[config.mk]
export PLATFORM = sky130hd
export DESIGN_NAME = cpu_ctrl_fsm
export DESIGN_NICKNAME = d
export VERILOG_FILES = /design/src/rtl/cpu_ctrl_fsm.sv
export SDC_FILE = /design/constraint.sdc
export NUM_CORES = 1
export LEC_CHECK = 0
export CAP_MARGIN = 20
export CORE_ASPECT_RATIO = 0.6
export CORE_UTILIZATION = 41
export CTS_CLUSTER_SIZE = 24
export DETAILED_ROUTE_END_ITERATION = 6
export GPL_ROUTABILITY_DRIVEN = 1
export HOLD_SLACK_MARGIN = 0.03
export PLACE_DENSITY = 0.74
export SYNTH_ARGS = -nofsm -noshare
export SYNTH_HDL_FRONTEND = slang
export SYNTH_SLANG_ARGS = --single-unit
[constraint.sdc]
create_clock -name clk -period 1.4 [get_ports clk]
set_clock_uncertainty 0.1 [all_clocks]
set_input_delay 0.21 -clock clk [delete_from_list [all_inputs] [get_ports clk]]
set_output_delay 0.21 -clock clk [all_outputs]
set_load 0.02 [all_outputs]
[src/rtl/cpu_ctrl_fsm.sv]
`default_nettype none
// ==========================================================================
// cpu_ctrl_fsm - fetch/decode sequencer driving ALU op and datapath strobes
// Revision 1.0
// ==========================================================================
module cpu_ctrl_fsm #(
  parameter int OPW = 4,
  parameter int DW  = 8
) (
  input  logic           clk,
  input  logic           rst,
  input  logic [DW-1:0]  data_in,
  output logic [OPW-1:0] op_out,
  output logic           im_int,
  output logic           rd,
  output logic           wr,
  output logic           load_ir,
  output logic           load_addr,
  output logic           inc_pc,
  output logic           load_pc,
  output logic           load_acc,
  output logic           halt,
  output logic           illegal,
  output logic [7:0]     instr_cnt
);

  localparam logic [OPW-1:0] C_LDO    = OPW'(1);
  localparam logic [OPW-1:0] C_LDA    = OPW'(2);
  localparam logic [OPW-1:0] C_STO    = OPW'(3);
  localparam logic [OPW-1:0] C_PRE    = OPW'(4);
  localparam logic [OPW-1:0] C_ADD    = OPW'(5);
  localparam logic [OPW-1:0] C_ADN    = OPW'(7);
  localparam logic [OPW-1:0] C_INC    = OPW'(8);
  localparam logic [OPW-1:0] C_DEC    = OPW'(9);
  localparam logic [OPW-1:0] C_JMP    = OPW'(10);
  localparam logic [OPW-1:0] C_CLR    = OPW'(11);
  localparam logic [OPW-1:0] C_ILL_LO = OPW'(12);
  localparam logic [OPW-1:0] C_ILL_HI = OPW'(14);
  localparam logic [OPW-1:0] C_HLT    = OPW'(15);

  typedef enum logic [2:0] {
    S_FETCH = 3'd0,
    S_INCPC = 3'd1,
    S_ADDR  = 3'd2,
    S_EXEC  = 3'd3,
    S_WB    = 3'd4,
    S_HALT  = 3'd5
  } state_t;

  state_t         state_q, state_d;
  logic [OPW-1:0] ir_q;
  logic [OPW-1:0] op_q;
  logic           illegal_q;
  logic [7:0]     cnt_q;
  logic           two_byte;
  logic           ir_illegal;
  logic           unused_lo;

  // Operand nibble belongs to the datapath IR, not to sequencing.
  assign unused_lo  = ^data_in[DW-OPW-1:0];
  assign two_byte   = (ir_q == C_LDO) || (ir_q == C_LDA) || (ir_q == C_STO) ||
                      (ir_q == C_PRE) || (ir_q == C_ADD) || (ir_q == C_JMP);
  assign ir_illegal = (ir_q >= C_ILL_LO) && (ir_q <= C_ILL_HI);

  always_comb begin
    state_d = S_FETCH;
    case (state_q)
      S_FETCH: state_d = S_INCPC;
      S_INCPC: state_d = two_byte ? S_ADDR : S_EXEC;
      S_ADDR:  state_d = S_EXEC;
      S_EXEC: begin
        if ((op_q == C_ADN) || (op_q == C_CLR)) state_d = S_WB;
        else if (op_q == C_HLT)                 state_d = S_HALT;
        else                                    state_d = S_FETCH;
      end
      S_WB:    state_d = S_FETCH;
      S_HALT:  state_d = S_HALT;
      default: state_d = S_FETCH;
    endcase
  end

  always_ff @(posedge clk or posedge rst) begin
    if (rst) begin
      state_q   <= S_FETCH;
      ir_q      <= '0;
      op_q      <= '0;
      illegal_q <= 1'b0;
      cnt_q     <= 8'd0;
    end else begin
      state_q <= state_d;
      case (state_q)
        S_FETCH: ir_q <= data_in[DW-1 -: OPW];
        S_INCPC: begin
          op_q <= ir_q;
          if (ir_illegal) illegal_q <= 1'b1;
        end
        S_EXEC, S_WB: begin
          if (state_d == S_FETCH) cnt_q <= cnt_q + 8'd1;
        end
        default: ;
      endcase
    end
  end

  // Strobes decode from state alone; rst gating drops them mid-instruction.
  always_comb begin
    rd        = 1'b0;
    wr        = 1'b0;
    load_ir   = 1'b0;
    load_addr = 1'b0;
    inc_pc    = 1'b0;
    load_pc   = 1'b0;
    load_acc  = 1'b0;
    im_int    = 1'b0;
    halt      = 1'b0;
    if (!rst) begin
      case (state_q)
        S_FETCH: begin
          rd      = 1'b1;
          load_ir = 1'b1;
        end
        S_INCPC: inc_pc = 1'b1;
        S_ADDR: begin
          rd = 1'b1;
          if (op_q == C_JMP) begin
            load_pc = 1'b1;
          end else begin
            load_addr = 1'b1;
            inc_pc    = 1'b1;
          end
        end
        S_EXEC: begin
          case (op_q)
            C_LDO, C_LDA, C_PRE, C_ADD, C_INC, C_DEC: load_acc = 1'b1;
            C_STO:                                    wr       = 1'b1;
            C_ADN, C_CLR:                             im_int   = 1'b1;
            default: ;
          endcase
        end
        S_WB:    load_acc = 1'b1;
        S_HALT:  halt     = 1'b1;
        default: ;
      endcase
    end
  end

  assign op_out    = op_q;
  assign illegal   = illegal_q;
  assign instr_cnt = cnt_q;

endmodule
`default_nettype wire

==> out/metrics.yaml, run 1 <==
run_status: "finished with violations"
failed_checks: "negative setup slack"
cts_tree: "yes"
hold_class: "input port to asynchronous set/reset pin"
cpPeakStageDelay_ns: 0.49
worst_pin_slew_ns: 0.349
htree_levels: 1
ys_seq_area_frac: 0.469
vias: 1095
end_kind: "output pin"
ys_top_cells_by_count: "dfrtp_1, nand2_1, mux2_2, nor2_1"
io_pins: 32
area_delta_synth_final_pct: 84.2
nNetsFinal: 180
grt_max_degree: 12
port_buffers: 27
worstSetupStartpointType: "flop"
dr.pass1.iters: 4
die_area_um2: 2820
synth_edf_count: 0
rsz0062_at_grt: "yes"
top_usage_layer: "met2"
gp_congestion: 0.788
cts_num_sinks: 20
grt_pass1_vias: 1072
tns_ns: -7.38
yosys_warnings: 0
p_leak_uw: 0.000956
wl_per_cell_um: 19.2
crit_path_max_fanout: 2
criticalPathCategory: "flop to output pin"
place_area_um2: 1630
use_met1: 0.343
ir_worst_vdd_v: 0.00184
slowest_stage: "or4b_4"
synth_area_um2: 1070
finalWorstSetupSlack_ns: -0.588
clock_path_buffers: 2
core_um2: 2310
critPathRequiredTime_ns: 1.09
powerDensity_nw_per_um2: 2630
arrival_ns: 1.68
diodes: 0
use_met3: 0.0687
ys_ff_latch: 20
antenna_found_initial: 0
dp_slack_ns: -0.728
drv_cap: 0
timing.final.crit_period_ns: 1.99
yosys.area.top_type: "dfrtp_1"
hold_violations: 0
finalSetupViolCount: 27
drtIter0Drc: 85
die_w_um: 67.9
grt_use_total: 0.262
fin_crit_sh: 1.42
rows: 13
crit_chain: "inv_2 > or4b_4 > nor2b_4 > a21o_1 > buf_6"
slew_headroom: 0.767
syn_inst: 99
nFillCells: 96
cts.clk_slew.worst_paths_ns: 0.08
viasPerCell: 5.53
timing.fmax_ghz: 0.503
drt_wl_total_um: 3800
synth_cell_type_count: 35
initial_core_util: 0.462
die_y_um: 41.5
grt_pass1_wl_um: 5330
synth_top_flop_cell: "dfrtp_1"
synth.area.top_cells: "dfrtp_1, mux2_2, nand2_1, xor2_1, nor3b_1"
syn-num-nets: 110
yosysMostFrequentCell: "dfrtp_1"
cts_buffers: 3
drive_above_1_share: 0.613
yosysTopAreaCellShare: 0.469
drc_errors: 0
avgSynthCellArea_um2: 10.8
ys_async_sr_fraction: 1.00
clock_latency_ns: 0.26
hpwlAfterDp_um: 2070
met2_usage: 0.402
maxSlewViolCount: 0
hold_buffers: 0
drtAntennaViolNets: 0
final_area_um2: 1970
grt_overflow: 0
cts_root_buf: "clkbuf_8"
## area by class of cell
type                            instances  area (um^2)  area share
Multi-Input combinational cell         73          727       0.370
Clock buffer                            4         55.1      0.0280
Inverter                                2         7.51     0.00382
Tap cell                               30         37.5      0.0191
Timing Repair Buffer                   69          631       0.321
Sequential cell                        20          508       0.258
## where the power goes
group / total, uW / switching, uW / internal [uW]
Sequential: 1170 / 317 / 852
Combinational: 3560 / 1650 / 1900
Clock: 442 / 191 / 250
## layer usage
metal / part of all wire / vias to the layer above / wire (um)
li1: - / 486 / -
met1: 0.43 / 536 / 1620
met2: 0.47 / 55 / 1780
met3: 0.057 / 18 / 218
met4: 0.046 / 0 / 174
met5: 0 / - / 0
## cell families after synthesis
family	Yosys count	synth area share
flip-flops	20	0.469
XOR/XNOR	8	0.0657
multiplexers	8	0.0844
AND/OR/NAND/NOR	43	0.229
adder cells (fa/ha/maj)	1	0.0117
buffers and inverters	6	0.0270
AO/OA/AOI/OAI	13	0.114
## worst max-delay path: cells and delay by family, from the launching register on
kind,cells,cell delay (ns)
buf+inv,2,0.20
compound gates,1,0.18
simple gates,2,0.64
flops,1,0.40
## flip-flops by register name, summed over array words and instances (netlist names)
register and count:
illegal 1, state_q 3, op_out 4, ir_q 4, instr_cnt 8
## path summary, 6_finish.rpt
kind	end	startpoint	slack (ns)	depth (start not counted)
max in group asynchronous	op_out[0]	rst	0.69	4
hold / removal	instr_cnt[6]	rst	0.33	4
hold reg to reg	instr_cnt[7]	instr_cnt[7]	0.39	1
setup / recovery	inc_pc	op_out[1]	-0.59	5
setup reg to reg	instr_cnt[1]	state_q[0]	-0.35	5
min in group clk	instr_cnt[7]	instr_cnt[7]	0.39	1
## per-stage QoR
step	util	hold slack (ns)	total power (uW)	std cells
finish	0.851	0.328	5170	198
global route	0.851	0.351	5400	198
CTS	0.798	0.294	4580	194
detailed placement	0.705	0.361	3620	181
global placement	0.705	0.354	3530	181
floorplan	-	0.0911	2470	99
## placed cells by master (no fill, tap or decap), types with 2 or more instances in the layout
| cell | n |
|---|---|
| a21oi_1 | 2 |
| dlygate4sd2_1 | 10 |
| buf_2 | 3 |
| nor2_4 | 3 |
| dfrtp_1 | 14 |
| nand2b_4 | 2 |
| clkbuf_8 | 4 |
| buf_6 | 25 |
| xnor2_2 | 2 |
| nor3_4 | 4 |
| nand2_1 | 10 |
| nor4_4 | 2 |
| mux2_4 | 8 |
| nand3_1 | 3 |
| xor2_1 | 5 |
| nor2_2 | 2 |
| buf_4 | 26 |
| nand2_2 | 2 |
| dfrtp_2 | 6 |
| clkdlybuf4s50_1 | 4 |
| nor2_1 | 3 |
| nor3b_2 | 3 |
| o21ai_0 | 2 |
## timing repair
| action | in CTS | in global routing |
|---|---|---|
| pin swaps | 8 | 9 |
| buffers inserted | 9 | 8 |
| setup endpoints to repair | 38 | 29 |
| gates resized for setup | 99 | 35 |
| hold endpoints to repair | 0 | 0 |
No activity file was read; power rests on OpenSTA's default activity.
==> run 2, diff against run 1 <==
--- a/config.mk
+++ b/config.mk
@@ -6,7 +6,7 @@
 export NUM_CORES = 1
 export LEC_CHECK = 0
 export CAP_MARGIN = 20
-export CORE_ASPECT_RATIO = 0.6
+export CORE_ASPECT_RATIO = 1.75
 export CORE_UTILIZATION = 41
 export CTS_CLUSTER_SIZE = 24
 export DETAILED_ROUTE_END_ITERATION = 6
==> out/metrics.yaml, run 2 (synthesis gave the netlist of run 1 again) <==
run_status: "finished with violations"  # unchanged
failed_checks: "negative setup slack"  # unchanged
grt_max_degree: 21  # was 12
timing.fmax_ghz: 0.505  # was 0.503 GHz
io_pins: 32  # unchanged
crit_path_max_fanout: 2  # unchanged
ir_worst_vdd_v: 0.00146  # was 0.00184 V
drtIter0Drc: 37  # was 85
cts.clk_slew.worst_paths_ns: 0.07  # was 0.08 ns
powerDensity_nw_per_um2: 2540  # was 2630 nW/um^2
fin_crit_sh: 1.41  # was 1.42
arrival_ns: 1.67  # was 1.68 ns
p_leak_uw: 0.000948  # was 0.000956 uW
cts_buffers: 3  # unchanged
core_um2: 2490  # was 2310 um^2
die_w_um: 40.6  # was 67.9 um
grt_use_total: 0.236  # was 0.262
path_buf_inv: 1  # was 2
place_area_um2: 1630  # about the same
reg2reg_setup_slack_ns: -0.32  # was -0.35 ns
finalSetupViolCount: 25  # was 27
die_area_um2: 2820  # about the same
port_buffers: 27  # unchanged
nNetsFinal: 180  # unchanged
slowest_stage: "or4b_4"  # unchanged
cp-startpoint: "op_out[2]"  # was op_out[1]
cts_tree: "yes"  # unchanged
layout_commonest_cell: "buf_4"  # unchanged
final_cell_mix: "buf_4, buf_6, dfrtp_1"  # unchanged
hold_buffers: 0  # unchanged
grt_overflow: 0  # unchanged
drc_errors: 0  # unchanged
slew_headroom: 0.797  # was 0.767
worst_pin_slew_ns: 0.304  # was 0.349 ns
hold_class: "input port to asynchronous set/reset pin"  # unchanged
drtAntennaViolNets: 0  # unchanged
area_delta_synth_final_pct: 83.5  # was 84.2%
rr_startpoint: "op_out[2]"  # was state_q[0]
gp_congestion: 0.767  # was 0.788
initial_core_util: 0.428  # was 0.462
final_area_um2: 1960  # was 1970 um^2
criticalPathCategory: "flop to output pin"  # unchanged
worstSetupStartpointType: "flop"  # unchanged
finalWorstSetupSlack_ns: -0.579  # was -0.588 ns
drive_above_1_share: 0.589  # was 0.613
drt_wl_total_um: 3340  # was 3800 um
clock_path_buffers: 2  # unchanged
crit_family: "simple AND/OR/NAND/NOR gates"  # unchanged
dp_slack_ns: -0.769  # was -0.728 ns
vias: 1016  # was 1,095
drv_cap: 0  # unchanged
largest_reg_flops: 8  # unchanged
nFillCells: 151  # was 96
grt_pass1_wl_um: 4630  # was 5330 um
wl_per_cell_um: 17.2  # was 19.2 um
critPathRequiredTime_ns: 1.09  # about the same
die_y_um: 69.5  # was 41.5 um
end_kind: "output pin"  # unchanged
cpPeakStageDelay_ns: 0.56  # was 0.49 ns
clock_latency_ns: 0.26  # about the same
crit_chain: "or4b_4 > nor2b_4 > a21o_1 > buf_6"  # was inv_2 > or4b_4 > nor2b_4 > a21o_1 > buf_6
antenna_found_initial: 0  # unchanged
maxSlewViolCount: 0  # unchanged
grt_pass1_vias: 1028  # was 1,072
dr.pass1.iters: 4  # unchanged
cts_num_sinks: 20  # unchanged
timing.final.crit_period_ns: 1.98  # was 1.99 ns
rsz0062_at_grt: "yes"  # unchanged
rows: 24  # was 13
hold_violations: 0  # unchanged
viasPerCell: 5.24  # was 5.53
multiInputGateArea_um2: 719  # was 727 um^2
ff_latch_area_um2: 507  # was 508 um^2
hpwlAfterDp_um: 1980  # was 2070 um
diodes: 0  # unchanged
htree_levels: 1  # unchanged
cts_root_buf: "clkbuf_8"  # unchanged
[run 2: repair_timing]
item,CTS,global route
pin swaps,11,10
gates resized for setup,105,24
hold endpoints to repair,0,0
endpoints found under the setup margin,37,25
buffers inserted,7,9
[run 2: layout make-up]
cell class,count,share of cell area
inverter,2,0.00383
tap,26,0.0166
sequential,20,0.259
clock buffer,4,0.0230
multi-input combinational,73,0.367
timing repair buffer,69,0.330
[run 2: path summary, 6_finish.rpt]
kind / end / cells past startpoint
min in group clk: illegal / 1
max reg2reg: instr_cnt[7] / 7
max in group asynchronous: state_q[1] / 3
min reg2reg: illegal / 1
min: ir_q[0] / 3
max: inc_pc / 4
[run 2: through the flow]
stage               std cells   util  setup TNS, ns  power [uW]  hold WS (ns)
floorplan                  99      -          -2.99        2470        0.0911
global placement          178  0.654          -8.02        3550         0.359
detailed placement        178  0.654          -8.65        3650         0.356
CTS                       188  0.734          -5.11        4590         0.193
global route              194  0.786          -7.81        5230         0.228
finish                    194  0.786          -6.75        4970         0.210
[run 2: tightest hold or removal path, cell delays in order]
cell,delay (ns)
dlygate4sd2_1,0.30
inv_1,0.15
buf_4,0.30
[run 2: power by group]
part	leakage [uW]	switching (uW)	total, uW	internal (uW)
Clock	0.0000228	189	392	203
Combinational	0.000688	1560	3450	1890
Sequential	0.000238	282	1130	849
Total	0.000948	2030	4970	2940
[run 2: per-layer routing]
layer | wire, um | GRT usage
met5 | 0 | 0
met4 | 74 | 0.107
met1 | 1190 | 0.255
met2 | 2000 | 0.413
met3 | 79 | 0.0288
==> run 3, diff against run 2 <==
==> config.mk (replaced) <==
export PLATFORM = sky130hd
export DESIGN_NAME = cpu_ctrl_fsm
export DESIGN_NICKNAME = d
export VERILOG_FILES = /design/src/rtl/cpu_ctrl_fsm.sv
export SDC_FILE = /design/constraint.sdc
export NUM_CORES = 1
export LEC_CHECK = 0
export CORE_ASPECT_RATIO = 1.75
export CORE_UTILIZATION = 46
export CTS_CLUSTER_SIZE = 24
export DETAILED_ROUTE_END_ITERATION = 6
export GPL_ROUTABILITY_DRIVEN = 1
export HOLD_SLACK_MARGIN = 0.03
export PLACE_DENSITY = 0.78
export SYNTH_ARGS = -nofsm -noshare
export SYNTH_HDL_FRONTEND = slang
export SYNTH_SLANG_ARGS = --single-unit
==> constraint.sdc (replaced) <==
create_clock -name clk -period 2.2 [get_ports clk]
set_clock_uncertainty 0.1 [all_clocks]
set_input_delay 0.33 -clock clk [delete_from_list [all_inputs] [get_ports clk]]
set_output_delay 0.33 -clock clk [all_outputs]
set_load 0.02 [all_outputs]
==> out/metrics.yaml, run 3 (synthesis gave the netlist of run 1 again) <==
run_status: "complete, no violations"  # was finished with violations
grt_overflow: 0  # unchanged
postLayoutCoreUtil: 0.700  # was 0.786
cts_root_buf: "clkbuf_4"  # was clkbuf_8
nNetsFinal: 154  # was 180
layout_commonest_cell: "dfrtp_1"  # was buf_4
drt_wl_total_um: 2260  # was 3340 um
powerDensity_nw_per_um2: 1490  # was 2540 nW/um^2
hold_class: "flop to flop"  # was input port to asynchronous set/reset pin
instances_no_fill: 166  # was 194
maxSlewViolCount: 0  # unchanged
largest_reg_flops: 8  # unchanged
wl_per_cell_um: 13.6  # was 17.2 um
fin_crit_sh: 0.957
crit_path_max_fanout: 2  # unchanged
netSwitchingFraction: 0.416  # was 0.408
diodes: 0  # unchanged
rsz0062_at_grt: "no"  # was yes
grt_max_degree: 21  # unchanged
dp_slack_ns: -0.251  # was -0.769 ns
clkPwrFrac: 0.094  # was 0.079
p_comb_frac: 0.591  # was 0.694
clock_path_buffers: 2  # unchanged
timing.final.crit_period_ns: 2.11
cts_buffers: 3  # unchanged
cts.clk_slew.worst_paths_ns: 0.12  # was 0.07 ns
cts_tree: "yes"  # unchanged
grt_pass1_wl_um: 4000  # was 4630 um
grt_use_total: 0.222  # was 0.236
worstSetupStartpointType: "flop"  # unchanged
critPathRequiredTime_ns: 1.77  # was 1.09 ns
clock_latency_ns: 0.30  # was 0.26 ns
finalWorstSetupSlack_ns: 0.0946  # was -0.579 ns
ir_worst_vdd_v: 0.000926  # was 0.00146 V
antenna_found_initial: 0  # unchanged
placed_cells: 161  # was 178
initial_core_util: 0.497  # was 0.428
dr.pass1.iters: 2  # was 4
io_pins: 32  # unchanged
gp_congestion: 0.742  # was 0.767
end_kind: "output pin"  # unchanged
hpwlAfterDp_um: 1820  # was 1980 um
hold_buffers: 0  # unchanged
port_buffers: 27  # unchanged
drc_errors: 0  # unchanged
drive_above_1_share: 0.282  # was 0.589
criticalPathCategory: "flop to output pin"  # unchanged
die_y_um: 65.7  # was 69.5 um
drv_cap: 0  # unchanged
timing.fmax_ghz: 0.475
worst_pin_slew_ns: 0.575  # was 0.304 ns
viasPerCell: 5.33  # was 5.24
vias: 885  # was 1,016
hold_violations: 0  # unchanged
power.switching_uw: 933  # was 2030 uW
grt_pass1_vias: 910  # was 1,028
tns_ns: 0  # was -6.75 ns
drtAntennaViolNets: 0  # unchanged
slew_headroom: 0.614  # was 0.797
arrival_ns: 1.68  # was 1.67 ns
p_int_uw: 1310  # was 2940 uW
htree_levels: 1  # unchanged
finalSetupViolCount: 0  # was 25
p_leak_uw: 0.000697  # was 0.000948 uW
rows: 22  # was 24
area_delta_synth_final_pct: 40.8  # was 83.5%
final_cell_mix: "dfrtp_1, clkdlybuf4s50_1, buf_4"  # was buf_4, buf_6, dfrtp_1
p_seq_frac: 0.315  # was 0.228
die_area_um2: 2520  # was 2820 um^2
die_w_um: 38.4  # was 40.6 um
core_um2: 2150  # was 2490 um^2
drtIter0Drc: 15  # was 37
cts_num_sinks: 20  # unchanged
-- run 3: changes by cell type in the layout (fill, tap and decap cells not counted), moves of 7 or more --
| cell | before | now |
|---|---|---|
| buf_4 | 25 | 16 |
| mux2_4 | 8 | 0 |
| buf_6 | 24 | 0 |
| clkdlybuf4s50_1 | 4 | 19 |
| mux2_2 | 0 | 7 |
| dlygate4sd2_1 | 10 | 1 |
-- run 3: power groups by stage --
| stage | Clock, uW | Combinational, uW | Sequential, uW |
|---|---|---|---|
| after floorplan | 0 | 689 | 800 |
| after global placement | 0 | 1300 | 696 |
| after detailed placement | 0 | 1330 | 710 |
| after CTS | 216 | 1320 | 702 |
| after global routing | 231 | 1430 | 734 |
| final | 211 | 1330 | 705 |
-- run 3: area by class of cell --
class	instances	area [um^2]
fill	181	644
multi-input combinational	73	557
sequential	20	500
timing repair buffer	43	372
clock buffer	4	36.3
tap	24	30.0
inverter	2	7.51
-- run 3: path summary, 6_finish.rpt --
check / startpoint / endpoint / slack [ns] / cells after the start
max: op_out[0] / inc_pc / 0.09 / 4
max reg2reg: state_q[2] / ir_q[2] / 0.41 / 4
max in group asynchronous: rst / op_out[1] / 1.24 / 4
min: instr_cnt[7] / instr_cnt[7] / 0.37 / 1
min in group asynchronous: rst / ir_q[1] / 0.54 / 4
min reg2reg: instr_cnt[7] / instr_cnt[7] / 0.37 / 1
-- run 3: repair_timing --
item	in CTS	in global routing
setup buffers	0	1
gates resized for setup	16	10
setup endpoints to repair	7	8
-- run 3: critical path: stages, from the launching register on --
cell,delay (ns)
dfrtp_1,0.40
or4b_4,0.54
nor2b_4,0.15
a21o_1,0.15
buf_2,0.15
-- run 3: metal layers --
metal	vias up	track usage	wire (um)
met4	0	0.121	42
met1	434	0.260	860
met5	-	0	0
met3	4	0.0169	50
met2	14	0.381	1310
li1	433	-	-
-- run 3: through the flow --
stage               hold WS, ns  instance area, um^2  power, uW
floorplan                 0.208                 1070       1490
global placement          0.356                 1460       2000
detailed placement        0.363                 1460       2040
CTS                       0.381                 1480       2240
global route              0.390                 1500       2400
finish                    0.374                 1500       2240
